`src/rtl/opl3_host_port.sv`:
```
// rtl/opl3_host_port.sv - OPL3 host register port: queue forwarding, timer snoop, status/IRQ
//
// Forwards every host write into the sequencer queue as a one-cycle {addr, data}
// push. Snoops bank-0 timer registers 0x02/0x03/0x04 to run the OPL T1/T2 timers
// locally and returns the OPL status byte with IRQ.
//
// Optional feature macro: OPL3_HOST_TIMERS_EN (timers, snoop decode, status).
// Without it, dout/irq are constant 0 and only forwarding and q_ovf exist.
//
// Ports:
//   clk, reset      clock; synchronous active-high reset
//   cs, we, a, din  host access strobe, write enable, {bank, data_port}, write data
//   dout, irq       registered status byte; irq = dout[7]
//   q_addr, q_data  queue entry captured from the host write
//   q_wr            one-cycle queue push strobe
//   q_full          queue full; writes seen while set are dropped
//   q_ovf           sticky dropped-write indicator

module opl3_host_port #(
  parameter int CLK_HZ = 32000000
) (
  input  logic       clk,
  input  logic       reset,
  input  logic       cs,
  input  logic       we,
  input  logic [1:0] a,
  input  logic [7:0] din,
  output logic [7:0] dout,
  output logic       irq,
  output logic [1:0] q_addr,
  output logic [7:0] q_data,
  output logic       q_wr,
  input  logic       q_full,
  output logic       q_ovf
);

  logic       host_wr;
  logic       wr_q, wr_d;
  logic [1:0] addr_q, addr_d;
  logic [7:0] data_q, data_d;
  logic       ovf_q, ovf_d;

  assign host_wr = cs & we;

  // Capture register: the push is driven straight from these flops, so a push
  // captured just before reset still appears during the reset cycle.
  always_comb begin
    wr_d   = 1'b0;
    addr_d = addr_q;
    data_d = data_q;
    ovf_d  = ovf_q;
    if (host_wr) begin
      if (q_full) begin
        ovf_d = 1'b1;
      end else begin
        wr_d   = 1'b1;
        addr_d = a;
        data_d = din;
      end
    end
  end

  always_ff @(posedge clk) begin
    if (reset) begin
      wr_q   <= 1'b0;
      addr_q <= 2'd0;
      data_q <= 8'h00;
      ovf_q  <= 1'b0;
    end else begin
      wr_q   <= wr_d;
      addr_q <= addr_d;
      data_q <= data_d;
      ovf_q  <= ovf_d;
    end
  end

  assign q_wr   = wr_q;
  assign q_addr = addr_q;
  assign q_data = data_q;
  assign q_ovf  = ovf_q;

`ifdef OPL3_HOST_TIMERS_EN
  localparam int TICK = CLK_HZ / 12500;
  localparam int TW   = (TICK > 1) ? $clog2(TICK) : 1;
  localparam logic [TW-1:0] TICK_LAST = TW'(TICK - 1);

  logic [TW-1:0] tick_q, tick_d;
  logic [1:0]    pre_q, pre_d;
  logic [7:0]    idx0_q, idx0_d, idx1_q, idx1_d;
  logic [7:0]    preset1_q, preset1_d, preset2_q, preset2_d;
  logic [7:0]    cnt1_q, cnt1_d, cnt2_q, cnt2_d;
  logic          run1_q, run1_d, run2_q, run2_d;
  logic          mask1_q, mask1_d, mask2_q, mask2_d;
  logic          flag1_q, flag1_d, flag2_q, flag2_d;
  logic [7:0]    dout_q, dout_d;

  logic       t80, t320;
  logic [7:0] sel_idx;
  logic       addr_wr, data_wr, ctrl_wr, flag_clr;
  logic       load1, load2, set1, set2;

  assign t80  = (tick_q == '0);
  // t320 fires on every 4th t80, the one that wraps the prescaler.
  assign t320 = t80 && (pre_q == 2'd3);

  // Index of the addressed bank; data writes to bank 1 are masked out below,
  // so only idx0 can ever match a timer register.
  assign sel_idx  = a[1] ? idx1_q : idx0_q;
  assign addr_wr  = host_wr && !a[0];
  assign data_wr  = host_wr && a[0] && !a[1];
  assign ctrl_wr  = data_wr && (sel_idx == 8'h04) && !din[7];
  assign flag_clr = data_wr && (sel_idx == 8'h04) && din[7];

  assign load1 = ctrl_wr && din[0];
  assign load2 = ctrl_wr && din[1];

  // A load coinciding with a tick discards that tick, including its overflow.
  assign set1 = run1_q && t80  && (cnt1_q == 8'hFF) && !mask1_q && !load1;
  assign set2 = run2_q && t320 && (cnt2_q == 8'hFF) && !mask2_q && !load2;

  always_comb begin
    tick_d    = (tick_q == TICK_LAST) ? '0 : tick_q + 1'b1;
    pre_d     = t80 ? pre_q + 2'd1 : pre_q;
    idx0_d    = idx0_q;
    idx1_d    = idx1_q;
    preset1_d = preset1_q;
    preset2_d = preset2_q;
    cnt1_d    = cnt1_q;
    cnt2_d    = cnt2_q;
    run1_d    = run1_q;
    run2_d    = run2_q;
    mask1_d   = mask1_q;
    mask2_d   = mask2_q;

    if (addr_wr) begin
      if (a[1]) idx1_d = din;
      else      idx0_d = din;
    end

    if (data_wr && sel_idx == 8'h02) preset1_d = din;
    if (data_wr && sel_idx == 8'h03) preset2_d = din;

    if (ctrl_wr) begin
      mask1_d = din[6];
      mask2_d = din[5];
      run1_d  = din[0];
      run2_d  = din[1];
    end

    // Reloads use the preset held before this cycle, so a preset write while
    // running only matters at the next overflow.
    if (load1) begin
      cnt1_d = preset1_q;
    end else if (run1_q && t80) begin
      cnt1_d = (cnt1_q == 8'hFF) ? preset1_q : cnt1_q + 8'd1;
    end

    if (load2) begin
      cnt2_d = preset2_q;
    end else if (run2_q && t320) begin
      cnt2_d = (cnt2_q == 8'hFF) ? preset2_q : cnt2_q + 8'd1;
    end

    // Set beats clear when both land on the same edge.
    flag1_d = (flag1_q && !flag_clr) || set1;
    flag2_d = (flag2_q && !flag_clr) || set2;
    dout_d  = {flag1_d | flag2_d, flag1_d, flag2_d, 5'b00000};
  end

  always_ff @(posedge clk) begin
    if (reset) begin
      tick_q    <= '0;
      pre_q     <= 2'd0;
      idx0_q    <= 8'h00;
      idx1_q    <= 8'h00;
      preset1_q <= 8'h00;
      preset2_q <= 8'h00;
      cnt1_q    <= 8'h00;
      cnt2_q    <= 8'h00;
      run1_q    <= 1'b0;
      run2_q    <= 1'b0;
      mask1_q   <= 1'b0;
      mask2_q   <= 1'b0;
      flag1_q   <= 1'b0;
      flag2_q   <= 1'b0;
      dout_q    <= 8'h00;
    end else begin
      tick_q    <= tick_d;
      pre_q     <= pre_d;
      idx0_q    <= idx0_d;
      idx1_q    <= idx1_d;
      preset1_q <= preset1_d;
      preset2_q <= preset2_d;
      cnt1_q    <= cnt1_d;
      cnt2_q    <= cnt2_d;
      run1_q    <= run1_d;
      run2_q    <= run2_d;
      mask1_q   <= mask1_d;
      mask2_q   <= mask2_d;
      flag1_q   <= flag1_d;
      flag2_q   <= flag2_d;
      dout_q    <= dout_d;
    end
  end

  assign dout = dout_q;
  assign irq  = dout_q[7];
`else
  assign dout = 8'h00;
  assign irq  = 1'b0;
`endif

endmodule
```
`config.mk`:
```
export PLATFORM = sky130hd
export DESIGN_NAME = opl3_host_port
export DESIGN_NICKNAME = d
export VERILOG_FILES = /design/src/rtl/opl3_host_port.sv
export SDC_FILE = /design/constraint.sdc
export NUM_CORES = 1
export LEC_CHECK = 0
export BUFFER_PORTS_ARGS = -buffer_cell sky130_fd_sc_hd__clkbuf_2
export CAP_MARGIN = 20
export CORE_UTILIZATION = 43
export DETAILED_ROUTE_END_ITERATION = 8
export PLACE_DENSITY_LB_ADDON = 0.12
export SLEW_MARGIN = 20
export SYNTH_ARGS = -nofsm -noshare
export SYNTH_HDL_FRONTEND = slang
export SYNTH_SLANG_ARGS = --single-unit
```
`constraint.sdc`:
```
create_clock -name clk -period 1.6 [get_ports clk]
set_clock_uncertainty 0.2 [all_clocks]
set_input_delay 0.08 -clock clk [delete_from_list [all_inputs] [get_ports clk]]
set_output_delay 0.08 -clock clk [all_outputs]
set_load 0.02 [all_outputs]
```
=== Word-level counts from Yosys, hierarchy flattened ===
Cells that the tools add are included.

* Flip-flop bits (word level): 12
* Input port bits: 15
* Output and inout port bits: 21
* Word-level logic and storage cells: 11

* Muxes and demuxes: 1
* Bitwise operators: 3
* Reductions and logical operators: 3

{| class="wikitable"
|+ Operator list
! cell !! count
|-
| $reduce_and 2->1 || 2
|-
| $not 1->1 || 2
|-
| $reduce_or 2->1 || 1
|-
| $and 1x1->1 || 1
|-
| $mux 1 || 1
|}

=== Longest topological paths before layout ===
* Depth after elaboration: 3
* Gate-level depth with buffers: 3
* Mapped depth without buffers: 2

=== Worst setup path before layout ===
No wires, ideal clock.

* Path kind: input port to flip-flop
* From: input q_full
* To: register addr_q[0], in the netlist q_addr[0]
* Setup time: 0.072 ns
* Arrival time: 0.615 ns
* Required time: 1.328 ns
* Slack: 0.714 ns
* Stages: 3
* Buffers on the path: 1
* Cells stage by stage: and3b_1 buf_6 mux2i_1

* Word-level cells in the longest chain between the ends: 2

{| class="wikitable"
|+ Ends and longest elaborated chain
! what !! line !! text
|-
| start, declared || 33 || <nowiki>input logic q_full,</nowiki>
|-
| $not 1->1 (no line) || - ||
|-
| $reduce_and 2->1 (no line) || - ||
|-
| end signal, assigned || 71 || <nowiki>addr_q <= addr_d;</nowiki>
|-
| end, declared || 39 || <nowiki>logic [1:0] addr_q, addr_d;</nowiki>
|}

Every way passes these cells.
A chain may end at the register's enable or synchronous reset.

=== Worst setup path after layout ===
* From: input q_full
* To: register ovf_q, in the netlist q_ovf

* Word-level cells in the longest chain between the ends: 1

{| class="wikitable"
|+ Ends and longest elaborated chain
! what !! line !! text
|-
| $reduce_and 2->1 (no line) || - ||
|-
| end signal, assigned || 73 || <nowiki>ovf_q <= ovf_d;</nowiki>
|-
| end, declared || 41 || <nowiki>logic ovf_q, ovf_d;</nowiki>
|}

Every way passes these cells.

==> flow_summary_export.csv <==
group,metric,value,unit
die,fp.dieH,38.7,um
drt,postRouteWirelength,1.10,mm
layout,fin_util,71.3,%
drt,routed_wire_length_per_instance,9.70,um
sta,fin_tns_setup,0,ps
logic_synthesis,yosys-mux-area-fraction,17.2,%
layout,most_frequent_standard_cell_in_the_layout_excluding_fill_and_tap_cells,"clkbuf_2",
placement,io_buffers,26,
layout,areaGrowthSynthToFinish,45.7,%
drt,drcViolationCount,0,
critical_path,critical_path_buf_inv_count,3,
run_status,run_status,"finished clean",
pwr,power.ir.vdd_worst,447,uV
critical_path,cpMostUsedCell,"dlygate4sd3_1",
layout,finalNetCount,115,
layout,layout.cells.most_common_list,"26 x clkbuf_2, 20 x nand2b_1, 13 x dlygate4sd3_1",
clocking,clockRootBuffer,"clkbuf_4",
grt,use_met3,3.47,%
worst_hold_path,worst_hold_path.num_cells,4,
logic_synthesis,ys_ff_latch,12,
grt,met1_usage,21.1,%
sta,finalMaxSlewViolations,0,
pwr,power_leakage,0.398,nW
critical_path,timing.critical_path.cells,"dlygate4sd3_1 > clkbuf_2 > a31oi_1 > dlygate4sd3_1 > nor2_1",
sta,count_of_final_setup_violators,0,
critical_path,reg2regPathDepth,3,
die,core.rowCount,12,
sta,achievable-frequency,647,MHz
logic_synthesis,synthesis.area_per_instance,9.84,um2
logic_synthesis,synth.yosys.seq_area_share,41.4,%
grt,grt_util_met2,27.5,%
die,dieArea,0.00150,mm2
sta,finalHoldWorstSlack,189,ps
grt,grt_util_all_layers,17.6,%
clocking,cts_h_tree_lvls,1,
logic_synthesis,synthAdderAreaFrac,0,%
grt,busiest_layer,"met2",
pwr,powerDensity,795,mW/mm2
critical_path,startpoint_type,"primary input",
die,die_width,38.7,um
layout,drive_above_1_share,31.3,%
drt,ant_nets,0,
die,start_util,48.9,%
drt,drt_first_iter_violations,4,
logic_synthesis,synth-xor-area-share,0,%
critical_path,critical_path_at,1500,ps
grt,antenna_found_initial,0,
die,core-area,0.00119,mm2
clocking,clk_pin_slew,70,ps
clocking,cts_buffers,3,
critical_path,critical_path.endpoint_type,"flip-flop",
die,io-pin-count,36,
drt,vias,473,
grt,grt_max_degree,23,
logic_synthesis,synth_cell_type_count,11,
critical_path,crit_cells,5,
placement,globalplace.congestion,0.535,
sta,hold_violations,0,
logic_synthesis,ys_warn_count,0,
logic_synthesis,postSynthCellCount,59,
critical_path,path_max_fanout,2,
sta,share_of_the_clock_period_used_by_the_worst_path,96.6,%
clocking,cts_setup_buffers,0,
clocking,cts.sink_count,12,
logic_synthesis,synth_compound_gate_area_share,1.08,%
logic_synthesis,post_synthesis_simple_gate_area_fraction,24.8,%
clocking,clk-insertion-delay-late,270,ps
logic_synthesis,synth_top_family_by_area,"simple AND/OR/NAND/NOR gates",
drt,vias_per_std_cell,4.19,
clocking,cts.path.max_buffers,2,
clocking,cts_resized,0,
run,timing.max_cap.violations,0,
critical_path,slowest_delay,590,ps
critical_path,cp_top_family,"buffers and inverters",
worst_hold_path,holdCritPathClass,"primary input to flip-flop",
drt,drtPass1Iterations,4,
grt,first_pass_grt_wire_length,1.77,mm
critical_path,critical_path_required,1550,ps
logic_synthesis,mappedNetlistArea,581,um2
sta,grt_setup_unrepaired,"no",
placement,place_hpwl,666,um
critical_path,cp_slowest_cell,"dlygate4sd3_1",
layout,n_antenna_cell,0,
clocking,tritoncts,"yes",
sta,min_cycle_time_layout,1550,ps
critical_path,setup.worst_path.class,"primary input to flip-flop",
grt,vias_in_the_first_global_route,431,
grt,grt.overflow.total,0,
## path summary, 6_finish.rpt
path / end / slack (ps) / startpoint
hold reg to reg: q_data[7] / 280 / q_data[7]
hold / removal: q_data[7] / 190 / we
setup / recovery: q_ovf / 50 / q_full
setup reg to reg: q_ovf / 200 / q_ovf
## cell usage after synthesis
library cell,count,area share [%]
a31oi_1,1,1.1
and3b_1,1,1.5
buf_4,9,12
buf_6,1,1.9
clkbuf_1,2,1.3
conb_1,1,0.65
dfxtp_1,12,41
mux2i_1,10,17
nand2b_1,20,22
nor2_1,1,0.65
nor2b_1,1,1.1
## through the flow
step | cells | setup WS, ps | total power (W) | area, um2
2_1_floorplan | 67 | 714 | 0.000404 | 611
3_3_place_gp | 96 | 562 | 0.000417 | 679
3_5_place_dp | 96 | 543 | 0.000418 | 679
4_1_cts | 113 | 134 | 0.000682 | 846
5_1_grt | 113 | 3.88 | 0.000708 | 846
6_report | 113 | 54.8 | 0.000673 | 846
## final cells by class
| cell class | count | area, um2 |
|---|---|---|
| clock buffers | 4 | 36.3 |
| fillers | 98 | 340 |
| multi-input cells | 43 | 284 |
| flip-flops and latches | 12 | 240 |
| well taps | 14 | 17.5 |
| repair buffers | 40 | 268 |
## cell families after synthesis
kind of cell / count (synthesis)
AO/OA/AOI/OAI: 1
buffers and inverters: 12
flip-flops: 12
multiplexers: 10
other: 1
AND/OR/NAND/NOR: 23
## flip-flops by register name, summed over array words and instances, names as in the netlist
| register | flops |
|---|---|
| q_data | 8 |
| q_ovf | 1 |
| q_wr | 1 |
| q_addr | 2 |
## power breakdown
group / total (W) / internal (W) / leakage [nW] / switching, W
sequential: 0.000314 / 0.000309 / 0.0976 / 0.00000526
combinational: 0.000124 / 0.0000608 / 0.279 / 0.0000630
clock: 0.000234 / 0.000138 / 0.0210 / 0.0000964
## tightest hold or removal path, stage by stage
cell	delay, ps
clkbuf_2	80
and3b_1	140
buf_4	210
mux2i_1	90
## metal layers
| layer | wire length (um) | share of wire [%] |
|---|---|---|
| met1 | 486 | 44 |
| met2 | 542 | 49 |
| met3 | 54 | 4.9 |
| met4 | 13 | 1.2 |
| met5 | 0 | 0 |
## repair_timing
item | in CTS | in global routing
hold endpoints to repair | 12 | 0
setup endpoints to repair | 0 | 0
hold buffers | 13 | 0
Power figures use the tool's default switching activity.
